[src/rtl/chop_demod_pkg.sv]
// Shared definitions for chopper-channel blocks: sequencing states and
// saturation helpers that work on a wide signed intermediate.
package chop_demod_pkg;

  localparam int WIDE_WIDTH = 64;

  typedef logic signed [WIDE_WIDTH-1:0] wide_t;

  typedef enum logic [1:0] {
    ST_IDLE = 2'd0,
    ST_SYNC = 2'd1,
    ST_RUN  = 2'd2
  } state_t;

  // Largest positive value of a w-bit two's complement number.
  function automatic wide_t full_scale(input int unsigned w);
    return (wide_t'(1) <<< (w - 1)) - wide_t'(1);
  endfunction

  // Negation where the most negative code maps to positive full scale.
  function automatic wide_t sat_neg(input wide_t x, input int unsigned w);
    wide_t hi;
    hi = full_scale(w);
    if (x == -hi - wide_t'(1)) return hi;
    return -x;
  endfunction

  // Addition clamped to the w-bit signed range.
  function automatic wide_t sat_add(input wide_t a, input wide_t b, input int unsigned w);
    wide_t hi;
    wide_t lo;
    wide_t s;
    hi = full_scale(w);
    lo = -hi - wide_t'(1);
    s  = a + b;
    if (s > hi) return hi;
    if (s < lo) return lo;
    return s;
  endfunction

endpackage

[src/rtl/chop_demod_period_acc.sv]
// Saturating period accumulator and sample counter with clear/load/add
// controls; ovf is sticky until clear or reset.
module chop_period_acc
  import chop_demod_pkg::*;
#(
  parameter int ADC_WIDTH = 18,
  parameter int ACC_WIDTH = 32,
  parameter int CNT_WIDTH = 16
) (
  input  logic                        clk,
  input  logic                        reset_n,
  input  logic                        clear,
  input  logic                        load,
  input  logic                        add,
  input  logic signed [ADC_WIDTH-1:0] sample,
  output logic signed [ACC_WIDTH-1:0] acc,
  output logic        [CNT_WIDTH-1:0] cnt,
  output logic                        ovf
);

  wide_t sample_ext;
  wide_t acc_ext;
  wide_t exact_sum;
  wide_t sat_sum;

  assign sample_ext = wide_t'(sample);
  assign acc_ext    = wide_t'(acc);
  assign exact_sum  = acc_ext + sample_ext;
  assign sat_sum    = sat_add(acc_ext, sample_ext, ACC_WIDTH);

  // load restarts the period from the current sample; add selects whether
  // that sample contributes.
  always_ff @(posedge clk) begin
    if (!reset_n || clear) begin
      acc <= '0;
      cnt <= '0;
      ovf <= 1'b0;
    end else if (load) begin
      acc <= add ? ACC_WIDTH'(sample_ext) : '0;
      cnt <= add ? CNT_WIDTH'(1) : '0;
    end else if (add) begin
      acc <= ACC_WIDTH'(sat_sum);
      if (sat_sum != exact_sum) ovf <= 1'b1;
      if (&cnt) ovf <= 1'b1;
      else      cnt <= cnt + CNT_WIDTH'(1);
    end
  end

endmodule

[src/rtl/chop_demod.sv]
// Per-channel chopper demodulator: sign restoration, hold substitution and
// per-period integration aligned to the delayed chop phase.
module chop_demod
  import chop_demod_pkg::*;
#(
  parameter int ADC_WIDTH = 18,
  parameter int ACC_WIDTH = 32,
  parameter int CNT_WIDTH = 16
) (
  input  logic                        clk,
  input  logic                        reset_n,
  input  logic                        chop_en_i,
  input  logic                        chop_default_i,
  input  logic                        chop_i,
  input  logic                        hold_i,
  input  logic signed [ADC_WIDTH-1:0] adc_data_i,
  input  logic                        adc_valid_i,
  output logic signed [ADC_WIDTH-1:0] demod_data_o,
  output logic                        demod_valid_o,
  output logic                        demod_held_o,
  output logic signed [ACC_WIDTH-1:0] period_sum_o,
  output logic        [CNT_WIDTH-1:0] period_cnt_o,
  output logic                        period_valid_o,
  output logic                        ovf_o
);

  state_t                        state;
  logic                          prev_chop;
  logic signed [ADC_WIDTH-1:0]   last_good;
  logic signed [ADC_WIDTH-1:0]   d;
  logic                          chopped;
  logic                          boundary;
  logic                          acc_clear;
  logic                          acc_load;
  logic                          acc_add;
  logic signed [ACC_WIDTH-1:0]   acc;
  logic        [CNT_WIDTH-1:0]   cnt;

  assign chopped  = chop_en_i && (chop_i != chop_default_i);
  assign boundary = adc_valid_i && (chop_i == chop_default_i) &&
                    (prev_chop != chop_default_i);

  always_comb begin
    // NOTE: d gets a default before the conditional so no latch is inferred.
    d = adc_data_i;
    if (chopped) d = ADC_WIDTH'(sat_neg(wide_t'(adc_data_i), ADC_WIDTH));
  end

  // A boundary in SYNC or RUN restarts the period from the boundary sample.
  assign acc_clear = (state == ST_IDLE);
  assign acc_load  = chop_en_i && boundary && (state != ST_IDLE);
  assign acc_add   = chop_en_i && adc_valid_i && !hold_i &&
                     ((state == ST_RUN) || acc_load);

  chop_period_acc #(
    .ADC_WIDTH(ADC_WIDTH),
    .ACC_WIDTH(ACC_WIDTH),
    .CNT_WIDTH(CNT_WIDTH)
  ) u_acc (
    .clk    (clk),
    .reset_n(reset_n),
    .clear  (acc_clear),
    .load   (acc_load),
    .add    (acc_add),
    .sample (d),
    .acc    (acc),
    .cnt    (cnt),
    .ovf    (ovf_o)
  );

  // NOTE: all state here is registered with non-blocking assignments.
  always_ff @(posedge clk) begin
    if (!reset_n) begin
      state          <= ST_IDLE;
      prev_chop      <= 1'b0;
      last_good      <= '0;
      demod_data_o   <= '0;
      demod_valid_o  <= 1'b0;
      demod_held_o   <= 1'b0;
      period_sum_o   <= '0;
      period_cnt_o   <= '0;
      period_valid_o <= 1'b0;
    end else begin
      demod_valid_o  <= adc_valid_i;
      period_valid_o <= 1'b0;

      if (adc_valid_i) begin
        prev_chop <= chop_i;
        if (hold_i) begin
          demod_data_o <= last_good;
          demod_held_o <= 1'b1;
        end else begin
          demod_data_o <= d;
          demod_held_o <= 1'b0;
          last_good    <= d;
        end
      end

      case (state)
        ST_IDLE: if (chop_en_i) state <= ST_SYNC;
        ST_SYNC: begin
          if (!chop_en_i)    state <= ST_IDLE;
          else if (boundary) state <= ST_RUN;
        end
        ST_RUN: begin
          if (!chop_en_i) begin
            state <= ST_IDLE;
          end else if (boundary) begin
            period_sum_o   <= acc;
            period_cnt_o   <= cnt;
            period_valid_o <= 1'b1;
          end
        end
        default: state <= ST_IDLE;
      endcase
    end
  end

endmodule

[config.mk]
export PLATFORM = sky130hd
export DESIGN_NAME = chop_demod
export DESIGN_NICKNAME = d
export VERILOG_FILES = /design/src/rtl/chop_demod_pkg.sv /design/src/rtl/chop_demod_period_acc.sv /design/src/rtl/chop_demod.sv
export SDC_FILE = /design/constraint.sdc
export NUM_CORES = 1
export LEC_CHECK = 0
export BUFFER_PORTS_ARGS = -buffer_cell sky130_fd_sc_hd__buf_2
export CORE_UTILIZATION = 45
export DETAILED_ROUTE_END_ITERATION = 12
export PLACE_DENSITY = 0.67
export SLEW_MARGIN = 30
export SYNTH_ARGS = -nofsm -noshare
export SYNTH_HDL_FRONTEND = slang
export SYNTH_HIERARCHICAL = 1
export SYNTH_SLANG_ARGS = --single-unit
[constraint.sdc]
create_clock -name clk -period 5.55 [get_ports clk]
set_clock_uncertainty 0.1 [all_clocks]
set_input_delay 0.2775 -clock clk [delete_from_list [all_inputs] [get_ports clk]]
set_output_delay 0.2775 -clock clk [all_outputs]
set_load 0.005 [all_outputs]
# Word-level counts from Yosys, hierarchy flattened
# Cells that the tools add are included.
[word_totals]
output_inout_bits = 70
register_bits = 121
[classes]
magnitude_cmp = 2
reduce_logical = 23
bitwise = 2
mux = 28
add_sub_neg = 3
n_eq_ne = 11
[ops]
columns = ["op", "count"]
rows = [
  ["$mux W64", 4],
  ["$mux W32", 3],
  ["$gt A64 B32 Y1 const B", 1],
  ["$lt A64 B32 Y1 const B", 1],
  ["$ne A64 B64 Y1", 1],
  ["$mux W18", 3],
  ["$mux W16", 3],
  ["$add A32 B18 Y33", 1],
  ["$eq A18 B18 Y1 const B", 1],
  ["$neg A18 Y18", 1],
  ["$add A16 B1 Y16 const B", 1],
  ["$reduce_and A16 Y1", 1],
  ["$reduce_and A3 Y1", 4],
  ["$mux W1", 10],
  ["$logic_and A1 B1 Y1", 8],
  ["$mux W2", 4],
  ["$ne A2 B2 Y1 const B", 3],
  ["$pmux W2 S3", 1],
  ["$reduce_bool A2 Y1", 3],
  ["$reduce_and A2 Y1", 2],
  ["$ne A3 B3 Y1 const B", 1],
  ["$eq A2 B1 Y1 const B", 1],
  ["$eq A2 B2 Y1 const B", 1],
  ["$logic_not A1 Y1", 2],
  ["other kinds (5)", 8],
]

# Longest topological paths before layout
# Gate-level depths: netlist (run 1).
[logic_depth]
depth_word = 14
depth_mapped = 20
depth_no_buf = 19

# Cells and area by module
# Netlist (run 1), hierarchy kept.
[by_module_without_submodules]
columns = ["mod", "n_inst", "cells_per_inst", "area_each_um2"]
rows = [
  ["chop_period_acc", 1, 506, 4081.4],
  ["chop_demod", 1, 377, 3124.2],
]

# Worst setup path after synthesis (run 1)
# No wires, ideal clock.
[synth_timing]
kind = "in2reg"
start = "input adc_data_i[6]"
end = "register u_acc.acc[18]"
t_required_ns = 5.309
cell_stages = 17
arrival_ns = 4.288
slack_ns = 1.021
cell_sequence = "or4_1 -> buf_2 -> nand4bb_1 -> nand2_1 -> o41ai_1 -> nor2_1 -> ha_1 -> buf_6 -> a21o_1 -> a21o_1 -> a221oi_2 -> o21ai_1 -> a21oi_4 -> xor2_4 -> nor2_8 -> a211oi_4 -> a221oi_1"
[synth_between]
elab_chain_cells = 13
[synth_lines]
columns = ["item", "line", "source"]
rows = [
  ["from (decl)", "chop_demod.sv:16", "input logic signed [ADC_WIDTH-1:0] adc_data_i,"],
  ["branches (longest 3 deep; another with $neg A18 Y18)", "-", ""],
  ["$mux W18 (*)", "chop_demod_pkg.sv:25", "return -x;"],
  ["$mux W18 (*)", "chop_demod.sv:46", "if (chopped) d = ADC_WIDTH'(sat_neg(wide_t'(adc_data_i), ADC_WIDTH));"],
  ["via d[17]", "chop_demod.sv:30", "logic signed [ADC_WIDTH-1:0] d;"],
  ["$add A32 B18 Y33", "chop_demod_pkg.sv:35", "s = a + b;"],
  ["$lt A64 B32 Y1", "chop_demod_pkg.sv:37", "if (s < lo) return lo;"],
  ["$mux W1 (2 in a row)", "chop_demod_pkg.sv:37", ""],
  ["$mux W64", "chop_demod_pkg.sv:38", "return s;"],
  ["$mux W64", "chop_demod_pkg.sv:37", ""],
  ["$mux W32", "chop_demod_period_acc.sv:41", "end else if (add) begin"],
  ["$mux W32 (*)", "chop_demod_period_acc.sv:38", "end else if (load) begin"],
  ["to (signal assigned)", "chop_demod_period_acc.sv:39", "acc <= add ? ACC_WIDTH'(sample_ext) : '0;"],
  ["to (signal assigned)", "chop_demod_period_acc.sv:42", "acc <= ACC_WIDTH'(sat_sum);"],
  ["to (decl)", "chop_demod_period_acc.sv:16", "output logic signed [ACC_WIDTH-1:0] acc,"],
]
# Mark *: on every way through the listed nets, which the timed path passes. The select of a mux whose other input is x is not followed.
# A chain may end at the register's enable or synchronous reset.

# Worst setup path in the final report (run 1)
[layout_timing]
start = "input adc_data_i[6]"
end = "register u_acc.acc[12]"
[layout_between]
elab_chain_cells = 13
[layout_lines]
columns = ["item", "line", "source"]
rows = [
  ["$eq A18 B18 Y1 (*)", "chop_demod_pkg.sv:24", "if (x == -hi - wide_t'(1)) return hi;"],
  ["$mux W1 (*)", "chop_demod_pkg.sv:24", ""],
  ["$mux W1 (*)", "chop_demod.sv:46", ""],
  ["$mux W18 (*)", "chop_demod_pkg.sv:25", ""],
  ["$mux W18 (*)", "chop_demod.sv:46", ""],
  ["via d[0]", "chop_demod.sv:30", ""],
  ["$add A32 B18 Y33 (*)", "chop_demod_pkg.sv:35", ""],
  ["$lt A64 B32 Y1", "chop_demod_pkg.sv:37", ""],
  ["$mux W1 (2 in a row)", "chop_demod_pkg.sv:37", ""],
  ["$mux W64", "chop_demod_pkg.sv:38", ""],
  ["$mux W64 (*)", "chop_demod_pkg.sv:37", ""],
  ["$mux W32 (*)", "chop_demod_period_acc.sv:41", ""],
  ["$mux W32 (*)", "chop_demod_period_acc.sv:38", ""],
]
# The timed path passes the listed nets; every way through them passes the cells marked *. The select of a mux whose other input is x is not followed.

==> reports/results.tsv, run 1 <==
metric	value	unit
cts_resized	0	
grt_pass1_vias	6077	
max_slew_margin	44.7	%
cp_top_family	simple AND/OR/NAND/NOR gates	
cp_slowest_cell	or4_1	
cts.reportedPaths.clkPinSlew	0.05	ns
crit_buf_inv	2	
rows	45	
final_util	54.4	%
peakVddDrop	0.000230	V
via_count	6649	
fmaxAchievable	215	MHz
cap_violations	0	
syn-instance-count	883	
hold_violations	0	
io_pins	95	
syn_nets	943	
cts.sinks	121	
synth.most_common_cell	dfxtp_1	
cellPowerDensity	273	mW/mm^2
drt_iter0_drc	491	
nets	1015	
period_share	84.0	%
fin_crit	4.66	ns
worst-setup-path-type	in -> reg	
grt_max_degree	108	
final_max_slew_viol_count	0	
die_x	129	microns
post-route-drc-count	0	
core	0.0154	sq mm
start_util	46.7	%
wl_met3	921	microns
worst-path-max-fanout	19	
top_layer	met4	
syn_avg_cell_area	8.16	sq um
synthTopCellsByCount	dfxtp_1 (121), nand2_1 (109), o21ai_0 (75)	
synth_cell_types	78	
cts_tree	yes	
postCtsSetupRepairBufs	0	
cts-root-buf	clkbuf_16	
antenna_left	0	
clockBufferDepth	2	
status	finished, final reports clean	
yosys.area.top_type	dfxtp_1	
worstPathCellList	buf_2 -> or4_1 -> nor4_4 -> nand4_4 -> nand2_1 -> ha_1 -> inv_1 -> fa_1 -> nand2b_1 -> a21oi_2 -> o21ai_4 -> o31ai_4 -> a41oi_4 -> o211ai_2 -> nand2_4 -> nand2_4 -> nand3_2 -> o22ai_1	
seq_area_frac_synth	33.6	%
die_h	129	microns
synth_area_leaders	dfxtp_1 (34%), ha_1 (5.9%), nand2_1 (5.7%)	
antenna_cells	0	
postCtsHoldBufs	0	
grt_pass1_wl	30500	microns
grt_usage	23.4	%
wl_met2	8360	microns
cp-start-kind	primary input	
antenna_found_initial	0	
cts_made_buffers	17	
power.leakage	3.39	nW
ys_ff_latch	121	
firstDrtPassIters	5	
finalWeightedCongestion	0.931	
rsz0062_at_grt	no	
wl_per_cell	16.0	microns
worstPathArrival	4.89	ns
drive_gt1_share	19.8	%
viasPerCell	5.64	
syn2layout_area_growth	16.5	%
yosysWarnings	6	
synth_edf_count	0	
required	5.78	ns
wl_met1	9100	microns
yosysTopAreaCellShare	33.6	%
critPathCaptureType	flip-flop	
port_buffers	94	
synth_ff_type	dfxtp_1	
dpl.hpwl	13300	microns
synth.cell_area	0.00721	sq mm
async_reset_ff_share	0	%
tightest_slew	0.830	ns
finalSetupViolations	0	
h-tree-depth	4	
cpMostUsedCell	nand2_4	
grt.overflow.total	0	
setup_tns	0	ns
max_stage_delay	0.69	ns
hold_ws	0.0441	ns
fp.dieArea	0.0165	sq mm
routed_wl	18800	microns
hold_path.class	in -> reg	
clock_latency	0.42	ns
==> per-layer routing <==
metal  up-vias  track usage [%]
li1       3329                -
met2       186             36.1
met4         0             10.6
met3        34             4.28
met1      3100             31.9
met5         -                0
==> layout by cell type (no fill, tap or decap), types with 13 or more instances in the layout <==
cell type  netlist  layout
xor2_1          28      28
o21ai_0         75      75
nand3_1         69      69
nor2_1          69      67
clkbuf_16        0      17
inv_1           18      18
nand2_1        109     109
xnor2_1         24      24
dfxtp_1        121     121
o211ai_1        13      13
buf_2            4      93
ha_1            34      34
a21oi_1         56      55
==> power breakdown <==
part	total [W]	internal, W	switching [W]	leakage (nW)
registers	0.000885	0.000879	0.00000586	0.977
logic	0.000296	0.000105	0.000191	2.12
clock network	0.00111	0.000705	0.000403	0.291
==> state kept, by name (all words and copies together), names as in the netlist <==
register,flops
demod_held_o,1
demod_valid_o,1
last_good,18
period_cnt_o,16
period_sum_o,32
period_valid_o,1
prev_chop,1
state,2
u_acc/acc,32
u_acc/cnt,16
u_acc/ovf,1
==> final timing paths <==
| path | end | cells past startpoint | from | slack, ns |
|---|---|---|---|---|
| setup reg to reg | u_acc/acc[12] | 13 | u_acc/acc[0] | 2.12 |
| hold / removal | demod_held_o | 2 | adc_valid_i | 0.04 |
| setup / recovery | u_acc/acc[12] | 18 | adc_data_i[6] | 0.89 |
| hold reg to reg | last_good[17] | 2 | last_good[17] | 0.35 |
==> metrics by stage <==
stage / std cells / power [W] / setup WS, ns / cell area [sq um]
6_report: 1179 / 0.00229 / 0.890 / 8400
2_1_floorplan: 883 / 0.00112 / 1.02 / 7210
4_1_cts: 1179 / 0.00230 / 0.938 / 8390
3_5_place_dp: 1147 / 0.00119 / 0.531 / 7790
5_1_grt: 1179 / 0.00238 / 0.595 / 8400
3_3_place_gp: 1147 / 0.00119 / 0.629 / 7790
==> final cells by class <==
| cell class | instances | area, sq um |
|---|---|---|
| clock buffer | 21 | 480 |
| clock inverter | 11 | 120 |
| fill | 1500 | 7030 |
| inverter | 18 | 67.6 |
| multi-input combinational | 694 | 4500 |
| sequential | 121 | 2420 |
| tap | 211 | 264 |
| timing repair buffer | 103 | 544 |
==> cell families after synthesis <==
logic type	synth area share, %
and+or+nand+nor	24.0
AOI/OAI and AO/OA	24.8
DFF	33.6
buffers and inverters	4.13
xor gates and xnor gates	6.70
adders and majority gates	6.34
muxes	0.417
Note: power is estimated with default switching activity, not from simulation.
==> run 2: changes to the inputs <==
==> constraint.sdc (replaced) <==
create_clock -name clk -period 4.7 [get_ports clk]
set_clock_uncertainty 0.1 [all_clocks]
set_input_delay 0.235 -clock clk [delete_from_list [all_inputs] [get_ports clk]]
set_output_delay 0.235 -clock clk [all_outputs]
set_load 0.005 [all_outputs]
==> run 2 against run 1 <==
  * Sequential share of layout area down 0.58 points
  * Sequential power up 19%
  * Via count up 1.5%
  * Global-route usage is 0.31 points higher
  * Critical path depth is the same
  * Clock power grew 16%
  * Critical endpoint is now u_acc/acc[19]
==> reports/results.tsv, run 2 (synthesis results as in run 1) <==
metric	value	unit
via_count	6748	
firstDrtPassIters	6	
wl_met3	962	microns
rsz0062_at_grt	no	
cts_tree	yes	
dp_cells	1169	
worstPathCellList	buf_2 -> or4_1 -> nor4_4 -> buf_4 -> a21o_1 -> xor2_1 -> nand2_1 -> ha_1 -> a21oi_1 -> nand2_1 -> a221oi_2 -> o31ai_4 -> a41oi_4 -> o211ai_2 -> nand2_4 -> nor2_8 -> a211oi_4 -> a221oi_1	
grt_pass1_wl	30900	microns
h-tree-depth	4	
holdPathStages	2	
rows	45	
fmaxAchievable	242	MHz
grt_max_degree	93	
critPathCaptureType	flip-flop	
setup_tns	0	ns
max_slew_margin	43.2	%
cp-start-kind	primary input	
cts_resized	0	
cts.reportedPaths.clkPinSlew	0.05	ns
cts-root-buf	clkbuf_16	
cpMostUsedCell	nand2_1	
required	4.87	ns
final_max_slew_viol_count	0	
die_x	129	microns
final_area	0.00857	sq mm
finalWeightedCongestion	0.934	
start_util	46.7	%
cts_made_buffers	17	
period_share	87.8	%
wl_met2	8550	microns
fin_ws	0.571	ns
finalSetupViolations	0	
r2r_start	u_acc/acc[0]	
final_common_cell	dfxtp_1	
tightest_slew	0.852	ns
cts.sinks	121	
max_stage_delay	0.63	ns
cap_violations	0	
drt_iter0_drc	521	
reg_top3	period_sum_o: 32 flops, u_acc/acc: 32 flops, last_good: 18 flops	
power.leakage	3.49	nW
worstPathArrival	4.30	ns
worst-path-max-fanout	10	
power.total	0.00271	W
antenna_left	0	
routed_wl	19100	microns
min_from	adc_valid_i	
antenna_found_initial	0	
peakVddDrop	0.000242	V
cp_slowest_cell	or4_1	
wl_met1	9330	microns
min_to	demod_valid_o	
postCtsSetupRepairBufs	0	
hold_violations	0	
drive_gt1_share	21.2	%
placed_area	0.00798	sq mm
grt_usage	23.8	%
fin_crit	4.13	ns
postCtsHoldBufs	0	
status	finished, final reports clean	
clockBufferDepth	2	
instances_no_fill	1201	
antenna_cells	0	
io_pins	95	
nets	1037	
fillCellCount	1474	
grt_pass1_vias	6095	
layout_common_cells	dfxtp_1 (121), nand2_1 (109), buf_2 (93)	
r2r_end	u_acc/acc[19]	
dpl.hpwl	13800	microns
cellPowerDensity	316	mW/mm^2
post-route-drc-count	0	
hold_path.class	in -> reg	
reg2reg_slack	1.43	ns
grt.overflow.total	0	
wl_per_cell	15.9	microns
die_h	129	microns
top_layer	met4	
fp.dieArea	0.0165	sq mm
syn2layout_area_growth	18.9	%
port_buffers	94	
viasPerCell	5.62	
core	0.0154	sq mm
worst-setup-path-type	in -> reg	
clock_latency	0.42	ns
reg2reg_depth	13	
dp_worst_setup_slack	0.210	ns
run 2: changes by cell type in the layout (fill, tap and decap cells not counted), sizes merged:
| cell | previous run | this run |
|---|---|---|
| buf | 103 | 125 |
| clkbuf | 21 | 25 |
| clkinv | 6 | 3 |
| clkinvlp | 3 | 2 |
run 2: power by group:
part	switching, W	total, W	internal [W]
registers	0.00000682	0.00105	0.00104
clock network	0.000459	0.00129	0.000834
logic	0.000228	0.000371	0.000142
total	0.000694	0.00271	0.00201
run 2: stage by stage:
step / hold WS [ns] / util (%)
detailed placement: 0.337 / 51.8
global placement: 0.334 / 51.8
global route: 0.0362 / 55.5
finish: 0.0288 / 55.5
floorplan: 0.257 / -
CTS: 0.0105 / 55.5
run 2: final cells by class:
| class | count | area (sq um) | share of cell area (%) |
|---|---|---|---|
| timing repair buffer | 125 | 731 | 8.53 |
| sequential | 121 | 2420 | 28.3 |
| clock buffer | 25 | 495 | 5.78 |
| multi-input combinational | 694 | 4500 | 52.5 |
| inverter | 18 | 67.6 | 0.788 |
| tap | 211 | 264 | 3.08 |
| clock inverter | 7 | 90.1 | 1.05 |
run 2: critical path: cells and delay by family:
family | cells | cell delay (ns)
compound gates | 8 | 1.78
simple gates | 6 | 1.43
fa+ha+maj | 1 | 0.36
buf+inv | 2 | 0.32
xor+xnor | 1 | 0.16
run 2: worst max-delay path by stage:
stage                        startpoint            end  slack (ns)  cells after the start
final                     adc_data_i[6]  u_acc/acc[19]        0.57                     18
after global routing      adc_data_i[0]  u_acc/acc[20]        0.31                     20
after global placement    adc_data_i[6]  u_acc/acc[28]        0.17                     17
after detailed placement  adc_data_i[6]  u_acc/acc[20]        0.21                     17
after CTS                 adc_data_i[6]  u_acc/acc[20]        0.60                     17
after floorplan           adc_data_i[6]  u_acc/acc[18]        0.21                     17
run 2: routing by layer:
| layer | up-vias | global-route usage [%] |
|---|---|---|
| met4 | 0 | 8.03 |
| li1 | 3375 | - |
| met3 | 21 | 4.37 |
| met2 | 184 | 36.6 |
| met5 | - | 0 |
| met1 | 3168 | 33.2 |
